==> config.mk <==
export PLATFORM = sky130hd
export DESIGN_NAME = logic_unit_pipe
export DESIGN_NICKNAME = d
export VERILOG_FILES = /design/src/rtl/logic_unit_pkg.sv /design/src/rtl/lu_skid_fifo2.sv /design/src/rtl/logic_unit_pipe.sv
export SDC_FILE = /design/constraint.sdc
export NUM_CORES = 1
export LEC_CHECK = 0
export BUFFER_PORTS_ARGS = -buffer_cell sky130_fd_sc_hd__buf_2
export CAP_MARGIN = 10
export CORE_MARGIN = 2
export CORE_UTILIZATION = 35
export CTS_BUF_LIST = sky130_fd_sc_hd__clkbuf_4
export DETAILED_ROUTE_END_ITERATION = 12
export PLACE_DENSITY = 0.61
export SETUP_SLACK_MARGIN = 0.5
export SLEW_MARGIN = 20
export SYNTH_ARGS = -nofsm -noshare
export SYNTH_HDL_FRONTEND = slang
export SYNTH_SLANG_ARGS = --single-unit
==> constraint.sdc <==
create_clock -name clk -period 4.35 [get_ports clk]
set_input_delay 0.87 -clock clk [delete_from_list [all_inputs] [get_ports clk]]
set_output_delay 0.87 -clock clk [all_outputs]
set_load 0.01 [all_outputs]
==> src/rtl/logic_unit_pkg.sv <==
// Op codes and the per-bit gate function shared by the logic unit pipeline.
package logic_unit_pkg;

  typedef enum logic [2:0] {
    OP_NOT  = 3'd0,
    OP_AND  = 3'd1,
    OP_OR   = 3'd2,
    OP_NAND = 3'd3,
    OP_NOR  = 3'd4,
    OP_XOR  = 3'd5,
    OP_XNOR = 3'd6,
    OP_BUF  = 3'd7
  } op_e;

  // One bit of any op; the top replicates it across the operand width.
  function automatic logic lu_gate_bit(input op_e op, input logic a, input logic b);
    logic y;
    case (op)
      OP_NOT:  y = ~a;
      OP_AND:  y = a & b;
      OP_OR:   y = a | b;
      OP_NAND: y = ~(a & b);
      OP_NOR:  y = ~(a | b);
      OP_XOR:  y = a ^ b;
      OP_XNOR: y = ~(a ^ b);
      default: y = a;
    endcase
    return y;
  endfunction

endpackage

==> src/rtl/lu_skid_fifo2.sv <==
// 2-entry result buffer, 1-cycle push-to-pop latency, 1 push + 1 pop per cycle.
// push_rdy is registered (count<2 next cycle); no combinational path from pop_rdy.
module lu_skid_fifo2 #(
  parameter int WIDTH = 8
) (
  input  logic             clk,
  input  logic             rst,
  input  logic             push_vld,
  output logic             push_rdy,
  input  logic [WIDTH-1:0] push_dat,
  output logic             pop_vld,
  input  logic             pop_rdy,
  output logic [WIDTH-1:0] pop_dat
);

  logic [WIDTH-1:0] mem [2];
  logic             wr_ptr;
  logic             rd_ptr;
  logic [1:0]       count;
  logic [1:0]       count_nxt;
  logic             ready_q;
  logic             push;
  logic             pop;

  assign push     = push_vld & ready_q;
  assign pop      = pop_vld & pop_rdy;
  assign pop_vld  = (count != 2'd0);
  assign pop_dat  = mem[rd_ptr];
  assign push_rdy = ready_q;

  always_comb begin
    count_nxt = count;
    if (push && !pop) count_nxt = count + 2'd1;
    else if (pop && !push) count_nxt = count - 2'd1;
  end

  always_ff @(posedge clk) begin
    if (rst) begin
      mem[0]  <= '0;
      mem[1]  <= '0;
      wr_ptr  <= 1'b0;
      rd_ptr  <= 1'b0;
      count   <= 2'd0;
      ready_q <= 1'b1;
    end else begin
      if (push) begin
        mem[wr_ptr] <= push_dat;
        wr_ptr      <= ~wr_ptr;
      end
      if (pop) rd_ptr <= ~rd_ptr;
      count   <= count_nxt;
      ready_q <= (count_nxt != 2'd2);
    end
  end

endmodule

==> src/rtl/logic_unit_pipe.sv <==
// Registered WIDTH-bit logic unit with chain accumulator; result 1 cycle after accept.
// in_ready registered from a 2-entry buffer; define LOGIC_UNIT_REDUCE_EN for red_and/red_or/red_xor.
module logic_unit_pipe
  import logic_unit_pkg::*;
#(
  parameter int WIDTH = 8,
  parameter int CNT_W = 16
) (
  input  logic             clk,
  input  logic             rst,
  input  logic             in_valid,
  output logic             in_ready,
  input  logic [2:0]       in_op,
  input  logic             in_chain,
  input  logic [WIDTH-1:0] in_a,
  input  logic [WIDTH-1:0] in_b,
  input  logic             acc_clr,
  output logic             out_valid,
  input  logic             out_ready,
  output logic [WIDTH-1:0] out_y,
  output logic [CNT_W-1:0] ops_cnt
`ifdef LOGIC_UNIT_REDUCE_EN
  ,
  output logic             red_and,
  output logic             red_or,
  output logic             red_xor
`endif
);

  logic [WIDTH-1:0] acc;
  logic [WIDTH-1:0] b_eff;
  logic [WIDTH-1:0] result;
  logic             accept;
  op_e              op;

  assign accept = in_valid & in_ready;
  assign op     = op_e'(in_op);

  // A clear landing on a chained op must already be visible to that op.
  always_comb begin
    b_eff = in_b;
    if (in_chain) b_eff = acc_clr ? '0 : acc;
  end

  always_comb begin
    result = '0;
    for (int i = 0; i < WIDTH; i++) begin
      result[i] = lu_gate_bit(op, in_a[i], b_eff[i]);
    end
  end

  always_ff @(posedge clk) begin
    if (rst) begin
      acc <= '0;
    end else if (accept) begin
      acc <= result;
    end else if (acc_clr) begin
      acc <= '0;
    end
  end

  always_ff @(posedge clk) begin
    if (rst) begin
      ops_cnt <= '0;
    end else if (out_valid && out_ready && !(&ops_cnt)) begin
      ops_cnt <= ops_cnt + 1'b1;
    end
  end

  lu_skid_fifo2 #(
    .WIDTH (WIDTH)
  ) u_buf (
    .clk      (clk),
    .rst      (rst),
    .push_vld (in_valid),
    .push_rdy (in_ready),
    .push_dat (result),
    .pop_vld  (out_valid),
    .pop_rdy  (out_ready),
    .pop_dat  (out_y)
  );

`ifdef LOGIC_UNIT_REDUCE_EN
  assign red_and = out_valid & (&out_y);
  assign red_or  = out_valid & (|out_y);
  assign red_xor = out_valid & (^out_y);
`endif

endmodule

; Yosys cells after proc, flatten, opt, wreduce, memory -nomap -nowiden
; Memories as Yosys holds them, arrays and structs flattened. A register that Yosys moved wholly into a read port is not among the register bits.
; Index checks and enable logic that the tools add are counted.
[word_totals]
register_bits = 29
n_memories = 1
output_inout_bits = 26
ramBits = 16
inputBits = 25
word_cells = 111
[mem_list]
columns = name, words, word_bits, read_ports, rd_clocked_by_memory_dff, write_ports, line_no
row1 = u_buf.mem, 2, 8, 1, 1, 2, lu_skid_fifo2.sv:16  ; logic [WIDTH-1:0] mem [2];
[classes]
n_addsub = 3
n_reduce_logical = 11
mux = 23
eq_ne = 7
n_bitwise = 60
[op_table]
columns = operator, n
row1 = 1-bit case mux with 7 select lines, 8
row2 = 1-bit inverter, 34
row3 = 8-bit 2-to-1 mux, 4
row4 = 16-bit by 1-bit adder with 16-bit output (second input constant), 1
row5 = 16-bit AND reduction, 1
row6 = 1-bit bitwise AND, 10
row7 = 3-bit == test (second input constant), 3
row8 = 1-bit 2-to-1 mux, 9
row9 = 1-bit bitwise OR, 8
row10 = 8-bit OR reduction, 1
row11 = 1-bit bitwise XOR, 8
row12 = 3-bit by 2-bit == test with 1-bit output (second input constant), 2
row13 = 1-bit logical AND, 4
row14 = 2-bit 2-to-1 mux, 2
row15 = 3-bit by 1-bit == test with 1-bit output (second input constant), 1
row16 = 1-bit logical NOT, 3
row17 = 3-bit logical NOT, 1
row18 = 2-bit by 1-bit adder with 2-bit output (second input constant), 1
row19 = 2-bit != test (second input constant), 1
row20 = 2-bit nonzero test, 1
row21 = 2-bit by 1-bit subtractor with 2-bit output (second input constant), 1

; Logic depth before layout (Yosys ltp)
; Gate-level depths: netlist (run 1).
[logic_depth]
word_depth = 6
ltp_mapped = 9
ltp_nobuf = 9

; Cells and area by module
; From an unflattened synthesis (run 1), not the netlist that was laid out.
[hier_totals]
hier_cells = 340
area_unflattened_um2 = 3166.8
[modules_own_cells]
columns = module, area_each_um2, seq_area_each_um2, cells_per_inst, n_inst
row1 = logic_unit_pipe, 2157.1, 480.5, 262, 1
row2 = lu_skid_fifo2, 1009.7, 600.6, 78, 1

; Worst setup path before layout (run 1)
; Ideal clock, no wire load.
[synth_path]
kind = input-to-reg
from = input port in_chain
to = memory u_buf.mem[1][2] (data pin)
cell_stages = 7
path_slack_ns = 1.617
setup_time_ns = 0.143
arrival_time_ns = 2.590
required_ns = 4.207
path_buffers = 1
path_cell_list = clkbuf_1 mux2_2 inv_1 ha_1 mux2_2 mux4_2 nor2_1
[synth_rtl]
columns = item, line_no
row1 = from (decl), logic_unit_pipe.sv:14  ; input logic in_chain,
row2 = to (decl), lu_skid_fifo2.sv:16

==> results.md, run 1 <==
* Post-CTS Setup Repair Bufs at 0
* Synth top area share at about a fifth
* Max-Cap Viols at 0
* Post-synth ARST share at 0%
* Synth Net Count at roughly 380
* Root buffer cell: clkbuf_4
* Drt first pass iters at 6
* Max rail drop VDD at 126 µV
* Final Cycle Share at a little under three fifths
* Final Worst Setup Slack at a little under 2000 ps
* Yosys warns at 0
* Initial DRC Count at between 100 and 150
* Synth Flop Type: dfxtp_1
* Pwr dens at approximately 340 nW/µm²
* Core Region at about 8200 µm²
* Ant diodes at 0
* Clock sink count at 46
* Vias/cell at 5.06
* Die Height at ~96 µm
* Via Count at 2434
* Number of global-route vias before repair at roughly 2300
* Pre-CTS setup slack at between 1500 and 2000 ps
* Sum Neg Setup Slack at 0 ps
* R2R cell count at 9
* # resized after CTS at 0
* CTS buffer count at 5
* CP cell instances: buf_2 > mux2_2 > inv_1 > ha_1 > mux2_2 > mux4_2 > nor2_1
* Cell taking the most area after synthesis: dfxtp_1
* Yosys cell types at 47
* Register area at 1080 µm²
* Max Fclk at between 400 and 500 MHz
* CTS tree: yes
* Die width at 95.9 µm
* Clock Pin Slew Worst Setup and Hold Paths at about 130 ps
* Final hold viol count at 0
* Nets at about 420
* Overall Global Routing Usage at approximately 14%
* Critical path capture point type: register
* CP Max Fanout at 8
* Cells after DPL at approximately 470
* Routed Antenna Nets at 0
* CP max-delay cell: mux4_2
* Multi-input gate area at roughly 1700 µm²
* Critical Path Source Type: primary input
* Worst-margin pin slew at about 750 ps
* Avg Inst Size Synth at ~9 µm²
* Leak at roughly 1.4 nW
* Layout cell share with drive strength beyond 1 at between 20% and 30%
* Number of synthesized flops with an enable pin at 16
* Total routed wirelength at about 6.2 mm
* HP Class: register to register
* Longest Clk Path Bufs at 2
* Final setup fails at 0
* Post-synth top cells: nor2_1 (49), dfxtp_1 (30), nand2_1 (24), inv_1 (21), mux2_2 (20)
* Initial core utilization at between 30 and 40%
* Die area at a little over 9000 µm²
* Grt total ovfl at 0
* # DRC at 0
* Count leader, synth: nor2_1
* Final Max Slew Viols at 0
* Run status: finished, final reports clean
* Port Buffers at 50
* Fin cells at approximately 480
* Fillers at just over 800
* Most used cell, CP: mux2_2
* I/O pin total at just over 50
* Clock period minus final worst setup slack at 2400 ps
* Clock skew at roughly 24 ps
* DP Wirelength at between 4 and 5 mm
* WL per Instance at about 13 µm
* H-tree Lvls at 2
* CTS Hold Bufs at 0
* Mapped Area at between 2000 and 3000 µm²
* Worst Path Required at 4560 ps
* Hold path cells at 2
* P&R area growth vs syn at 12.3%
* Worst rel slew slack at around 50%
* Clk_lat worst skew at between 300 and 400 ps
* Max incr delay on CP at 500 ps
* Worst Path Arrival at between 2000 and 3000 ps
* Gp weighted congestion at just under 0.8
* Mapped Cells at around 340
* Largest net degree at the start of global routing at 37
* Register area share after synthesis at between 30% and 40%
* Area contributors post-synth: dfxtp_1 (20%), edfxtp_1 (16%), ha_1 (7.6%), mux2_2 (7.6%), nor2_1 (6.2%)
* Number of synthesized register bits at 46
* Unrepaired setup endpoints after global routing: no
* First-pass GRT wire length at around 10 mm
* Worst Setup Path Type: primary input to register
* Antenna violations before repair at 0
* Row cnt at 33
==> worst max-delay path: cells and delay by family <==
family | cells | cell delay (ps)
multiplexers | 3 | 1140
buffers and inverters | 2 | 270
adder cells (fa/ha/maj) | 1 | 230
AND/OR/NAND/NOR | 1 | 110
==> where the power goes <==
group	internal, mW	total (mW)	switching, mW
sequential	0.508	0.539	0.0315
combinational	0.170	0.381	0.211
clock	0.0771	0.208	0.131
total	0.754	1.13	0.374
==> sequential cells by signal (all words and copies together), names as in the netlist, named ones only <==
register,cells
u_buf.mem,16
acc,8
u_buf.push_rdy,1
u_buf.wr_ptr,1
u_buf.rd_ptr,1
ops_cnt,16
u_buf.count,2
==> layer usage <==
layer | routed length, µm | global-route usage, % | up-vias
met5 | 0 | 0 | -
met4 | 33 | 2.98 | 0
met3 | 192 | 1.96 | 2
met2 | 2900 | 22.5 | 43
met1 | 3110 | 19.5 | 1142
li1 | - | - | 1247
==> final cells by class <==
cell class	count	share of cell area, %
tap	105	3.96
clock buffer	7	1.58
timing repair buffer	50	7.55
sequential	46	32.6
clock inverter	1	0.189
multi-input combinational	250	51.6
inverter	22	2.49
==> layout by cell type, fill, tap and decap left out, types with 5 or more instances in the layout <==
cell      count
a21oi_1      12
nand2b_1     10
xnor2_1       8
clkbuf_4      7
inv_1        21
nor3_1        5
nor2_1       49
xor2_1        7
mux2_2       20
nand4_1       6
mux2i_1       8
nand3_1      11
o21ai_0       6
and3_1        5
buf_2        50
nand2_1      24
nor2b_1      13
edfxtp_1     16
ha_1         18
dfxtp_1      30
o22ai_1       8
==> cell families (layout without fill, tap and decap cells) <==
group / count (synthesis) / in the layout / synth area share (%)
AND/OR/NAND/NOR: 139 / 139 / 23.6
AO/OA/AOI/OAI: 48 / 48 / 10.4
flip-flops: 46 / 46 / 36.6
buffers and inverters: 39 / 80 / 5.42
multiplexers: 30 / 30 / 11.9
adder cells (fa/ha/maj): 18 / 18 / 7.63
XOR/XNOR: 15 / 15 / 4.45
==> per-stage QoR <==
step           cell area [µm²]  hold slack [ps]  total power [mW]  util [%]
3_5_place_dp              3260              504             0.933      39.6
5_1_grt                   3320              573              1.21      40.4
4_1_cts                   3320              533              1.14      40.4
3_3_place_gp              3260              502             0.925      39.6
2_1_floorplan             2950              481             0.823         -
6_report                  3320              532              1.13      40.4
==> final timing paths <==
check,from,to,slack (ps)
setup / recovery,in_chain,u_buf.mem[1][2],1950
hold / removal,u_buf.rd_ptr,register,530
hold reg to reg,u_buf.rd_ptr,register,530
setup reg to reg,acc[7],u_buf.mem[0][7],2310
No activity file was read; power rests on OpenSTA's default activity.
==> run 2, diff against run 1 <==
--- a/config.mk
+++ b/config.mk
@@ -11,7 +11,7 @@
 export CORE_UTILIZATION = 35
 export CTS_BUF_LIST = sky130_fd_sc_hd__clkbuf_4
 export DETAILED_ROUTE_END_ITERATION = 12
-export PLACE_DENSITY = 0.61
+export PLACE_DENSITY = 0.63
 export SETUP_SLACK_MARGIN = 0.5
 export SLEW_MARGIN = 20
 export SYNTH_ARGS = -nofsm -noshare
==> constraint.sdc (replaced) <==
create_clock -name clk -period 2.15 [get_ports clk]
set_input_delay 0.43 -clock clk [delete_from_list [all_inputs] [get_ports clk]]
set_output_delay 0.43 -clock clk [all_outputs]
set_load 0.01 [all_outputs]
==> results.md, run 2 (synthesized netlist as in run 1, its figures left out) <==
* HP Class: primary input to register
* Gp weighted congestion at 0.828 (+4.8%)
* Number of global-route vias before repair at 2388 (+5.7%)
* Final setup fails at 0 (unchanged)
* Overall Global Routing Usage at 15.7% (+1.9 points)
* Longest Clk Path Bufs at 2 (unchanged)
* CP Max Fanout at 3 (-5)
* Layout cell share with drive strength beyond 1 at 45.8% (+23 points)
* Hold path cells at 4 (+2)
* Antenna violations before repair at 0 (unchanged)
* Final hold viol count at 0 (unchanged)
* CTS tree: yes
* Fillers at 749 (-8.7%)
* Most common cell after layout, fill and taps aside: nor2_1
* First-pass GRT wire length at 11.4 mm (+11%)
* DP Wirelength at 4.91 mm (+3.9%)
* Die Height at 95.9 µm (unchanged)
* R2r setup slk at 190 ps (-2120 ps)
* Nets at 433 (+3.6%)
* CTS Hold Bufs at 0 (unchanged)
* Clk_lat worst skew at 370 ps (+30 ps)
* Vias/cell at 5.10 (+0.76%)
* Leak at 1.63 nW (+15%)
* Post-layout power at 2.74 mW (+140%)
* Grt total ovfl at 0 (unchanged)
* Worst Path Required at 2370 ps (-2190 ps)
* Run status: finished, final reports clean
* Max Fclk at 511 MHz
* H-tree Lvls at 2 (unchanged)
* Final Cycle Share at between 90% and 100%
* CTS buffer count at 5 (unchanged)
* Critical Path Source Type: register
* Unrepaired setup endpoints after global routing: yes
* Total routed wirelength at 6.97 mm (+12%)
* Worst Path Arrival at 2180 ps (-430 ps)
* Row cnt at 33 (unchanged)
* Largest net degree at the start of global routing at 30 (-19%)
* I/O pin total at 51 (unchanged)
* WHS at 412 ps (-120 ps)
* R2R cell count at 7 (-2)
* Clock period minus final worst setup slack at 1960 ps
* Ant diodes at 0 (unchanged)
* Worst rel slew slack at 67.0% (+17 points)
* Max rail drop VDD at 310 µV (+150%)
* Routed Antenna Nets at 0 (unchanged)
* Initial DRC Count at 66 (-40%)
* Clock Pin Slew Worst Setup and Hold Paths at 140 ps (about the same)
* WL per Instance at 14.0 µm (+8.4%)
* Critical path capture point type: register
* Drt first pass iters at 4 (-2)
* Root buffer cell: clkbuf_4
* Via Count at 2529 (+3.9%)
* Commonest non-fill, non-tap cells in the layout: nor2_1 (46), buf_2 (40), nand2_1 (18)
* P&R area growth vs syn at 35.9%
* Largest regs: ops_cnt (16), u_buf.mem (16), acc (8)
* # DRC at 0 (unchanged)
* Worst-margin pin slew at 494 ps (-260 ps)
* Worst Setup Path Type: register to register
* Die area at 9190 µm² (unchanged)
* Die width at 95.9 µm (unchanged)
* Final Max Slew Viols at 0 (unchanged)
* Initial core utilization at 35.9% (unchanged)
* Core Region at 8220 µm² (unchanged)
* Pwr dens at 683 nW/µm² (+100%)
* Port Buffers at 50 (unchanged)
* Max-Cap Viols at 0 (unchanged)
* Clock sink count at 46 (unchanged)
* Clock skew at 20.9 ps (-2.80 ps)
* Final Core Density at 48.9% (+8.5 points)
run 2: cell count changes in the layout (fill, tap and decap cells not counted), moves of 10 or more:
cell	delta
buf_2	-10
mux2_2	-16
mux2_4	+16
dfxtp_2	+12
buf_4	+16
dfxtp_1	-18
run 2: cell type report:
| type | instances | area [µm²] | share of cell area [%] |
|---|---|---|---|
| clock buffer | 5 | 37.5 | 0.935 |
| clock inverter | 3 | 43.8 | 1.09 |
| inverter | 22 | 85.1 | 2.12 |
| multi-input combinational | 250 | 2170 | 54.0 |
| sequential | 46 | 1120 | 27.9 |
| tap | 105 | 131 | 3.27 |
| timing repair buffer | 65 | 430 | 10.7 |
run 2: timing repair:
| action | CTS | global route |
|---|---|---|
| gates resized for setup | 68 | 41 |
| buffers inserted | 2 | 3 |
| gates cloned | 0 | 0 |
| pin swaps | 16 | 22 |
| setup endpoints to repair | 38 | 50 |
run 2: stage by stage:
stage	setup TNS [ps]	instances	cell area (µm²)	setup slack (ps)
CTS	0	493	3820	190
global route	0	496	4010	139
detailed placement	-602	483	3430	-69.5
floorplan	0	335	3060	79.0
finish	0	496	4010	193
global placement	-301	483	3430	-60.9
run 2: metal layers:
layer / up-vias / global-route usage [%] / share of wire [%]
li1: 1278 / - / -
met3: 4 / 2.82 / 3.5
met4: 0 / 4.05 / 0.76
met2: 41 / 25.9 / 48
met1: 1206 / 21.2 / 48
met5: - / 0 / 0
run 2: power by group:
| part | internal [mW] | switching [mW] |
|---|---|---|
| clock | 0.247 | 0.296 |
| sequential | 1.04 | 0.0833 |
| combinational | 0.567 | 0.512 |
run 2: worst max-delay path: stages, from the launching register on:
cell	delay [ps]
dfxtp_1	330
nor2b_4	120
mux2_4	270
inv_2	70
ha_4	190
mux2_4	250
mux4_2	490
nor2_1	110
run 2: final timing paths:
kind                from         endpoint
max               acc[2]  u_buf.mem[0][2]
min              acc_clr           acc[2]
max reg2reg       acc[2]  u_buf.mem[0][2]
min reg2reg  ops_cnt[14]      ops_cnt[14]
==> run 3, diff against run 2 <==
--- a/config.mk
+++ b/config.mk
@@ -7,10 +7,10 @@
 export LEC_CHECK = 0
 export BUFFER_PORTS_ARGS = -buffer_cell sky130_fd_sc_hd__buf_2
 export CAP_MARGIN = 10
-export CORE_MARGIN = 2
 export CORE_UTILIZATION = 35
 export CTS_BUF_LIST = sky130_fd_sc_hd__clkbuf_4
 export DETAILED_ROUTE_END_ITERATION = 12
+export MAX_ROUTING_LAYER = met4
 export PLACE_DENSITY = 0.63
 export SETUP_SLACK_MARGIN = 0.5
 export SLEW_MARGIN = 20
==> results.md, run 3 (synthesized netlist as in run 1, its figures left out) <==
* Area after DPL at 3430 µm² (unchanged)
* # DRC at 0 (unchanged)
* H-tree Lvls at 2 (unchanged)
* Overall Global Routing Usage at 16.5% (+0.81 points)
* Vias/cell at 5.11 (+0.27%)
* Final setup fails at 0 (unchanged)
* First-pass GRT wire length at 11.2 mm (-1.3%)
* Top delay family on crit path: multiplexers
* Core Region at 8180 µm² (-0.50%)
* Final Cycle Share at 90.7% (-0.35 points)
* Ant diodes at 0 (unchanged)
* Post-layout power at 2.59 mW (-5.5%)
* Most used cell, CP: mux2_4
* Layout cell share with drive strength beyond 1 at 46.1% (+0.28 points)
* Antenna violations before repair at 0 (unchanged)
* CTS buffer count at 5 (unchanged)
* Flop pwr share at 43.2% (+2.4 points)
* Most common cell after layout, fill and taps aside: nor2_1
* I/O pin total at 51 (unchanged)
* Die width at 93.9 µm (-2.1%)
* Drt first pass iters at 4 (unchanged)
* Initial core utilization at 36.1% (+0.18 points)
* Gp weighted congestion at 0.833 (+0.60%)
* CP bufs+invs at 1 (unchanged)
* HP Class: primary input to register
* CP cell instances: nor2b_4 > mux2_4 > inv_2 > ha_4 > mux2_4 > mux4_2 > nor2_1
* Clock skew at 8.09 ps (-12.8 ps)
* Longest Clk Path Bufs at 2 (unchanged)
* DP Wirelength at 4.87 mm (-0.77%)
* P&R area growth vs syn at 36.5%
* Final Max Slew Viols at 0 (unchanged)
* Critical path capture point type: register
* Final Core Density at 49.3% (+0.46 points)
* Grt total ovfl at 0 (unchanged)
* Worst Path Required at 2360 ps (about the same)
* Commonest non-fill, non-tap cells in the layout: nor2_1 (44), buf_2 (40), mux2_4 (19)
* Comb power frac at 41.2% (+1.8 points)
* Sw frac at 33.4% (+0.93 points)
* Clock Pin Slew Worst Setup and Hold Paths at 130 ps (about the same)
* CTS Hold Bufs at 0 (unchanged)
* Clock Power Share at 15.6% (-4.2 points)
* Largest net degree at the start of global routing at 30 (unchanged)
* Worst Setup Path Type: register to register
* Clock sink count at 46 (unchanged)
* Unrepaired setup endpoints after global routing: yes
* Critical Path Source Type: register
* Largest regs: ops_cnt (16), u_buf.mem (16), acc (8)
* Die Height at 93.9 µm (-2.1%)
* Root buffer cell: clkbuf_4
* Max Fclk at 513 MHz (+0.39%)
* Final hold viol count at 0 (unchanged)
* Nets at 435 (+0.46%)
* CP Max Fanout at 3 (unchanged)
* Worst Path Arrival at 2160 ps (-20 ps)
* WL per Instance at 14.3 µm (+1.5%)
* Max incr delay on CP at 480 ps (about the same)
* Worst rel slew slack at 65.1% (-1.9 points)
* CTS tree: yes
* Initial DRC Count at 72 (+9.1%)
* Total routed wirelength at 7.10 mm (+2.0%)
* CP max-delay cell: mux4_2
* Clock period minus final worst setup slack at 1950 ps (-7.60 ps)
* Clk_lat worst skew at 340 ps (-30 ps)
* Post-route cell area at 4030 µm² (+0.44%)
* Row cnt at 33 (unchanged)
* Max rail drop VDD at 281 µV (-9.5%)
* Leak at 1.64 nW (+1.2%)
* Via Count at 2546 (+0.67%)
* Routed Antenna Nets at 0 (unchanged)
* Worst-margin pin slew at 523 ps (+28.4 ps)
* Pwr dens at 643 nW/µm² (-5.9%)
* Sw Pwr at 0.866 mW (-2.8%)
* Number of global-route vias before repair at 2347 (-1.7%)
* Int Power at 1.72 mW (-6.8%)
* Sum Neg Setup Slack at 0 ps (unchanged)
* Die area at 8810 µm² (-4.1%)
* Run status: finished, final reports clean
* Max-Cap Viols at 0 (unchanged)
* Port Buffers at 50 (unchanged)
==> run 3: changes by cell type in the layout (fill, tap and decap cells not counted), moves of 3 or more <==
cell,before,now
mux2_4,16,19
mux2_2,4,1
nand3_1,5,10
nand3_2,5,0
==> run 3: timing repair <==
item | in CTS | in global routing
pin swaps | 18 | 19
endpoints found under the setup margin | 39 | 48
setup buffers | 0 | 7
gates resized for setup | 73 | 40
==> run 3: per-stage QoR <==
| step | hold WS (ps) | instances | setup slack (ps) |
|---|---|---|---|
| 2_1_floorplan | 481 | 335 | 79.0 |
| 3_3_place_gp | 485 | 483 | -38.7 |
| 3_5_place_dp | 495 | 483 | -54.2 |
| 4_1_cts | 428 | 491 | 210 |
| 5_1_grt | 449 | 498 | 133 |
| 6_report | 454 | 498 | 201 |
==> run 3: worst register-to-register path: cells and delay by family (launching register included) <==
family | cells | cell delay, ps
mux | 3 | 1000
flops | 1 | 340
simple gates | 2 | 230
fa+ha+maj | 1 | 190
buf+inv | 1 | 70
==> run 3: final timing paths <==
path                                  start  cells after the start         endpoint  slack, ps
worst min-delay path                acc_clr                      4           acc[2]        450
worst max-delay path                 acc[2]                      7  u_buf.mem[1][2]        200
worst max register to register       acc[2]                      7  u_buf.mem[1][2]        200
worst min register to register  ops_cnt[14]                      2      ops_cnt[14]        520
==> run 3: per-layer routing <==
metal  track usage [%]  routed length, µm
met1              21.9               3380
met2              26.9               3510
met3              2.18                163
met4              3.33                 59
met5                 -                  0
==> run 3: cell type report <==
class	instances	area (µm²)
tap	105	131
multi-input combinational	250	2200
timing repair buffer	67	445
sequential	46	1120
clock inverter	2	10.0
inverter	22	82.6
fill	778	4140
clock buffer	6	45.0
==> run 3: power groups by stage <==
| stage | Sequential (mW) | Clock [mW] | Combinational (mW) |
|---|---|---|---|
| after global routing | 1.13 | 0.467 | 1.17 |
| after global placement | 1.12 | 0 | 0.816 |
| after detailed placement | 1.12 | 0 | 0.837 |
| after floorplan | 1.10 | 0 | 0.595 |
| final | 1.12 | 0.403 | 1.07 |
| after CTS | 1.12 | 0.420 | 1.01 |
